==> config.mk <==
export PLATFORM = sky130hd
export DESIGN_NAME = nvram_backup_ctrl
export DESIGN_NICKNAME = d
export VERILOG_FILES = /design/src/rtl/nvram_backup_ctrl.sv
export SDC_FILE = /design/constraint.sdc
export NUM_CORES = 1
export LEC_CHECK = 0
export BUFFER_PORTS_ARGS = -buffer_cell sky130_fd_sc_hd__buf_2
export CAP_MARGIN = 20
export CORE_ASPECT_RATIO = 0.8
export CORE_MARGIN = 2
export CORE_UTILIZATION = 35
export DETAILED_ROUTE_END_ITERATION = 16
export GPL_ROUTABILITY_DRIVEN = 0
export PLACE_DENSITY = 0.6
export SETUP_SLACK_MARGIN = 0.3
export SLEW_MARGIN = 10
export SYNTH_ARGS = -nofsm -noshare
export SYNTH_HDL_FRONTEND = slang
export SYNTH_SLANG_ARGS = --single-unit
==> constraint.sdc <==
create_clock -name clk_sys -period 1.7 [get_ports clk_sys]
set_input_delay 0.17 -clock clk_sys [delete_from_list [all_inputs] [get_ports clk_sys]]
set_output_delay 0.17 -clock clk_sys [all_outputs]
set_load 0.005 [all_outputs]
==> src/rtl/nvram_backup_ctrl.sv <==
// Save-RAM backup sequencer: streams a battery-RAM image between the mounted SD image and the
// core's backup dpram, one 512-byte sector per sd_rd/sd_wr handshake with user_io.
module nvram_backup_ctrl #(
  parameter int unsigned SECTORS_W       = 4,
  parameter int unsigned AUTOSAVE_CYCLES = 0,
  parameter int unsigned TIMER_W         = 32
) (
  input  logic                 clk_sys,
  input  logic                 RESET_n,
  input  logic                 img_mounted,
  input  logic [31:0]          img_size,
  input  logic                 img_readonly,
  input  logic                 save_req,
  input  logic                 download,
  input  logic                 nvram_we,
  input  logic                 sd_ack,
  output logic [31:0]          sd_lba,
  output logic                 sd_rd,
  output logic                 sd_wr,
  output logic [SECTORS_W-1:0] buf_sector,
  output logic                 bk_ena,
  output logic                 busy,
  output logic                 dirty,
  output logic                 bk_reset
);

  localparam int unsigned MaxSectors = 1 << SECTORS_W;

  typedef enum logic [2:0] {StIdle, StStart, StReq, StXfer, StDone} state_e;
  state_e state_q, state_d;

  logic                 mounted_q, save_req_q, download_q, ack_q;
  logic                 mount_rise, save_rise, dl_rise, ack_rise, ack_fall;
  logic [23:0]          img_sectors;
  logic [SECTORS_W-1:0] img_last;
  logic                 img_valid;
  logic [SECTORS_W-1:0] lba_q, lba_d, last_q, last_d;
  logic                 load_mode_q, load_mode_d;
  logic                 abort_q, abort_d;
  logic                 pend_q, pend_d;
  logic                 load_pend_q, load_pend_d;
  logic                 dirty_q, dirty_d;
  logic                 bk_ena_q, bk_ena_d;
  logic                 rd_q, rd_d, wr_q, wr_d;
  logic                 bk_reset_q, bk_reset_d;
  logic [TIMER_W-1:0]   timer_q, timer_d;
  logic                 load_go, save_go, auto_fire, at_end;

  assign mount_rise = img_mounted & ~mounted_q;
  assign save_rise  = save_req & ~save_req_q;
  assign dl_rise    = download & ~download_q;
  assign ack_rise   = sd_ack & ~ack_q;
  assign ack_fall   = ~sd_ack & ack_q;

  // Sector count = ceil(size / 512), clamped to the dpram capacity.
  assign img_sectors = {1'b0, img_size[31:9]} + {23'd0, |img_size[8:0]};
  assign img_valid   = (img_size != 32'd0);

  always_comb begin
    img_last = '1;
    if (img_sectors < 24'(MaxSectors)) img_last = SECTORS_W'(img_sectors - 24'd1);
  end

  assign auto_fire = (AUTOSAVE_CYCLES != 0) && dirty_q && (state_q == StIdle) && !nvram_we &&
                     (timer_q == TIMER_W'(1));

  // A mount edge always beats a save trigger in the same cycle.
  assign load_go = (state_q == StIdle) && !dl_rise &&
                   ((mount_rise && img_valid) || load_pend_q);
  assign save_go = (state_q == StIdle) && !load_go && !mount_rise && !dl_rise &&
                   (save_rise || pend_q || auto_fire) && bk_ena_q && !img_readonly;

  assign at_end = (lba_q == last_q) || abort_q;

  always_ff @(posedge clk_sys or negedge RESET_n) begin
    if (!RESET_n) state_q <= StIdle;
    else          state_q <= state_d;
  end

  always_comb begin
    state_d = state_q;
    unique case (state_q)
      StIdle:  if (load_go || save_go) state_d = StStart;
      StStart: state_d = abort_q ? StDone : StReq;
      StReq:   state_d = abort_q ? StDone : StXfer;
      StXfer:  if (ack_fall) state_d = at_end ? StDone : StReq;
      StDone:  state_d = StIdle;
      default: state_d = StIdle;
    endcase
  end

  always_comb begin
    busy        = (state_q != StIdle);
    lba_d       = lba_q;
    last_d      = last_q;
    load_mode_d = load_mode_q;
    abort_d     = abort_q;
    pend_d      = pend_q;
    load_pend_d = load_pend_q;
    dirty_d     = dirty_q;
    bk_ena_d    = bk_ena_q;
    rd_d        = rd_q;
    wr_d        = wr_q;
    bk_reset_d  = 1'b0;
    timer_d     = timer_q;

    if (busy && save_rise) pend_d = 1'b1;

    // A new image replaces whatever is running; the in-flight sector still completes.
    if (mount_rise) begin
      bk_ena_d = img_valid;
      if (img_valid) last_d = img_last;
      if (busy) begin
        abort_d     = 1'b1;
        load_pend_d = img_valid;
      end
    end

    unique case (state_q)
      StIdle: begin
        pend_d      = 1'b0;
        load_pend_d = 1'b0;
        if (load_go)      load_mode_d = 1'b1;
        else if (save_go) load_mode_d = 1'b0;
      end
      StStart: begin
        lba_d   = '0;
        dirty_d = 1'b0;
      end
      StReq: begin
        if (!abort_q) begin
          rd_d = load_mode_q;
          wr_d = ~load_mode_q;
        end
      end
      StXfer: begin
        if (ack_rise) begin
          rd_d = 1'b0;
          wr_d = 1'b0;
        end
        if (ack_fall && !at_end) lba_d = lba_q + SECTORS_W'(1);
      end
      StDone: begin
        bk_reset_d = load_mode_q & ~abort_q;
        abort_d    = 1'b0;
      end
      default: ;
    endcase

    // Writes during a save land after the START clear so the next save is still requested.
    if (nvram_we && bk_ena_q && !(busy && load_mode_q)) dirty_d = 1'b1;

    if (dl_rise) begin
      bk_ena_d    = 1'b0;
      pend_d      = 1'b0;
      load_pend_d = 1'b0;
      dirty_d     = 1'b0;
      if (busy && state_q != StDone) abort_d = 1'b1;
    end

    if (AUTOSAVE_CYCLES != 0) begin
      if (nvram_we) begin
        timer_d = TIMER_W'(AUTOSAVE_CYCLES);
      end else if (dirty_q && !busy && timer_q != '0) begin
        timer_d = timer_q - TIMER_W'(1);
      end
    end
  end

  always_ff @(posedge clk_sys or negedge RESET_n) begin
    if (!RESET_n) begin
      mounted_q   <= 1'b0;
      save_req_q  <= 1'b0;
      download_q  <= 1'b0;
      ack_q       <= 1'b0;
      lba_q       <= '0;
      last_q      <= '0;
      load_mode_q <= 1'b0;
      abort_q     <= 1'b0;
      pend_q      <= 1'b0;
      load_pend_q <= 1'b0;
      dirty_q     <= 1'b0;
      bk_ena_q    <= 1'b0;
      rd_q        <= 1'b0;
      wr_q        <= 1'b0;
      bk_reset_q  <= 1'b0;
      timer_q     <= '0;
    end else begin
      mounted_q   <= img_mounted;
      save_req_q  <= save_req;
      download_q  <= download;
      ack_q       <= sd_ack;
      lba_q       <= lba_d;
      last_q      <= last_d;
      load_mode_q <= load_mode_d;
      abort_q     <= abort_d;
      pend_q      <= pend_d;
      load_pend_q <= load_pend_d;
      dirty_q     <= dirty_d;
      bk_ena_q    <= bk_ena_d;
      rd_q        <= rd_d;
      wr_q        <= wr_d;
      bk_reset_q  <= bk_reset_d;
      timer_q     <= timer_d;
    end
  end

  assign sd_lba     = 32'(lba_q);
  assign buf_sector = lba_q;
  assign sd_rd      = rd_q;
  assign sd_wr      = wr_q;
  assign bk_ena     = bk_ena_q;
  assign dirty      = dirty_q;
  assign bk_reset   = bk_reset_q;

endmodule
==> flow_metrics.tcl <==
set metrics [dict create \
    status "finished, violations left" \
    violations "negative setup slack" \
    cts_sinks 24 \
    synthFlopType "dfrtp_1" \
    grt_usage_pct 16.6 \
    setup_viol 4 \
    rsz0062_at_grt "yes" \
    ys_ff_latch 24 \
    cp_data_arrival_time_ns 2.08 \
    die_area_mm2 0.00623 \
    synthesis.area_mm2 0.00196 \
    start_util_pct 36.1 \
    synth_edf_count 0 \
    ant_nets 0 \
    wl_per_cell_um 12.9 \
    antenna_found_initial 0 \
    area_growth_pct 42.1 \
    drv_cap 0 \
    via_per_inst 4.94 \
    layout.nets 365 \
    synth_cell_type_count 54 \
    avgSynthCellArea_um2 8.50 \
    slew_headroom_pct 64.1 \
    drc 0 \
    fin_crit_ns 1.94 \
    row_count 24 \
    hpwl_um 3910 \
    core_area_mm2 0.00544 \
    place_ws_ns -0.588 \
    drt_iter0_drc 85 \
    cts_tree "done" \
    worst_pin_slew_ns 0.539 \
    finalNonFillerCells 397 \
    cp_max_fo 8 \
    grt_pass1_wl_um 8310 \
    required_ns 1.84 \
    n_antenna_cell 0 \
    fin_skew_ns 0.00492 \
    final_layout_size_suffix_gt1_share_pct 43.3 \
    final-hold-violation-count 0 \
    numCtsBuffers 3 \
    grt_max_degree 25 \
    crit_chain "buf_6 -> nor4_4 -> nand3_2 -> ha_4 -> ha_4 -> nand4_4 -> or4_1 -> and4_1 -> o22ai_2 -> nor4_4 -> a31oi_1" \
    dp.cells 386 \
    port_buffers 53 \
    finalWorstSetupSlack_ns -0.243 \
    cpPeakStageDelay_ns 0.36 \
    endpoint_kind "flop" \
    slew_violations 0 \
    cts_root_buf "clkbuf_8" \
    path_class "input pin to flop" \
    insertion_delay_ns 0.27 \
    slowest_stage "nor4_4" \
    fmax_mhz 515 \
    synth_cells 231 \
    min_period_over_period_pct 114 \
    die_y_um 71.0 \
    fin_util_pct 51.4 \
    irDropWorstVdd_mv 0.389 \
    clock_path_buffers 2 \
    async_flop_share_pct 100 \
    clk_pin_slew_ns 0.08 \
    wl_um 5120 \
    grt-ovfl-total 0 \
    firstDrtPassIters 4 \
    power_leakage_uw 0.00130 \
    start_kind "input pin" \
    power_density_mw_per_mm2 762 \
    num_vias 1960 \
    htreeDepth 1 \
    pin_count 82 \
    die_w_um 87.8 \
    fillers 530 \
    hp-class "input pin to flop" \
    yosysWarnings 0 \
    grt_pass1_vias 1786 \
    ys_seq_area_share_pct 30.6 \
    fin_setup_tns_ns -0.954 \
]
==> power breakdown <==
part | internal [µW] | leakage [µW] | switching, µW
Combinational | 554 | 0.000995 | 483
Clock | 159 | 0.0000216 | 176
Sequential | 673 | 0.000289 | 83.1
==> kinds of logic after synthesis <==
group           synth area share, %
xor+xnor                       4.90
flops                          30.6
simple gates                   31.3
compound gates                 14.1
other cells                   0.191
fa+ha+maj                      2.55
mux                            1.08
buf+inv                        15.3
==> layout make-up <==
class | count | area [µm²] | share of cell area, %
Tap cell | 78 | 97.6 | 3.50
Sequential cell | 24 | 602 | 21.6
Timing Repair Buffer | 96 | 648 | 23.2
Inverter | 9 | 33.8 | 1.21
Multi-Input combinational cell | 187 | 1370 | 49.0
Clock buffer | 3 | 41.3 | 1.48
==> Yosys cell counts (4+ instances only) <==
library cell	number	area, µm²
buf_4	32	240
nor3b_1	4	30.0
nor2b_1	4	25.0
nor3_1	7	35.0
ha_1	4	50.1
nor4_1	7	43.8
inv_1	8	30.0
nand2_1	21	78.8
nand3_1	7	35.0
nand4_1	7	43.8
xnor2_1	8	70.1
dfrtp_1	24	601
or3_1	5	31.3
a21oi_1	6	30.0
o21ai_0	8	40.0
a31oi_1	4	25.0
nand3b_1	4	30.0
nor2_1	19	71.3
==> worst paths after layout <==
check	from	to	slack, ns	cells after the start
max	img_size[7]	last_q[1]	-0.24	11
min	save_req	save_req_q	0.03	1
max reg2reg	state_q[2]	state_q[0]	0.07	4
min reg2reg	pend_q	pend_q	0.52	2
max in group asynchronous	RESET_n	buf_sector[1]	0.91	2
min in group asynchronous	RESET_n	state_q[2]	0.41	2
==> cells in the final DEF, fill, tap and decap left out, types with 3 or more instances in the layout <==
master and n:
a21oi_1 4, a31oi_1 4, and4_1 3, buf_2 48
buf_4 35, buf_6 12, clkbuf_8 3, conb_1 28
dfrtp_1 23, inv_1 8, nand2_1 17, nand2_2 3
nand2b_1 3, nand3_1 6, nand3b_1 4, nand4_1 7
nor2_1 18, nor2b_1 3, nor3_1 7, nor3b_1 3
nor4_1 4, nor4_4 4, o21ai_0 6, or3_4 3
xnor2_1 6, xor2_1 3
==> critical path: cells and delay by family <==
family / cells / cell delay [ns]
AND/OR/NAND/NOR: 6 / 1.21
AO/OA/AOI/OAI: 2 / 0.21
buffers and inverters: 1 / 0.10
adder cells (fa/ha/maj): 2 / 0.39
==> metrics by stage <==
stage	total power (µW)	hold WS, ns	area, µm²
after CTS	1960	0.0201	2660
after floorplan	1260	-0.126	2120
after detailed placement	1500	0.187	2450
after global routing	2280	0.0172	2790
after global placement	1490	0.186	2450
final	2130	0.0253	2790
==> layer usage <==
layer	wire length [µm]	up-vias	GRT usage, %	part of all wire [%]
met5	0	-	0	0
met4	32	0	1.88	0.62
met3	299	6	3.15	5.8
met2	2300	74	24.7	45
met1	2490	912	25.6	49
li1	-	968	-	-
==> repair_timing <==
item | in CTS | in global routing
pin swaps | 17 | 15
resized for setup | 25 | 24
endpoints found under the setup margin | 15 | 16
hold buffers | 1 | 0
hold endpoints to repair | 24 | 0
buffers inserted | 3 | 4
No activity file was read; power rests on OpenSTA's default activity.
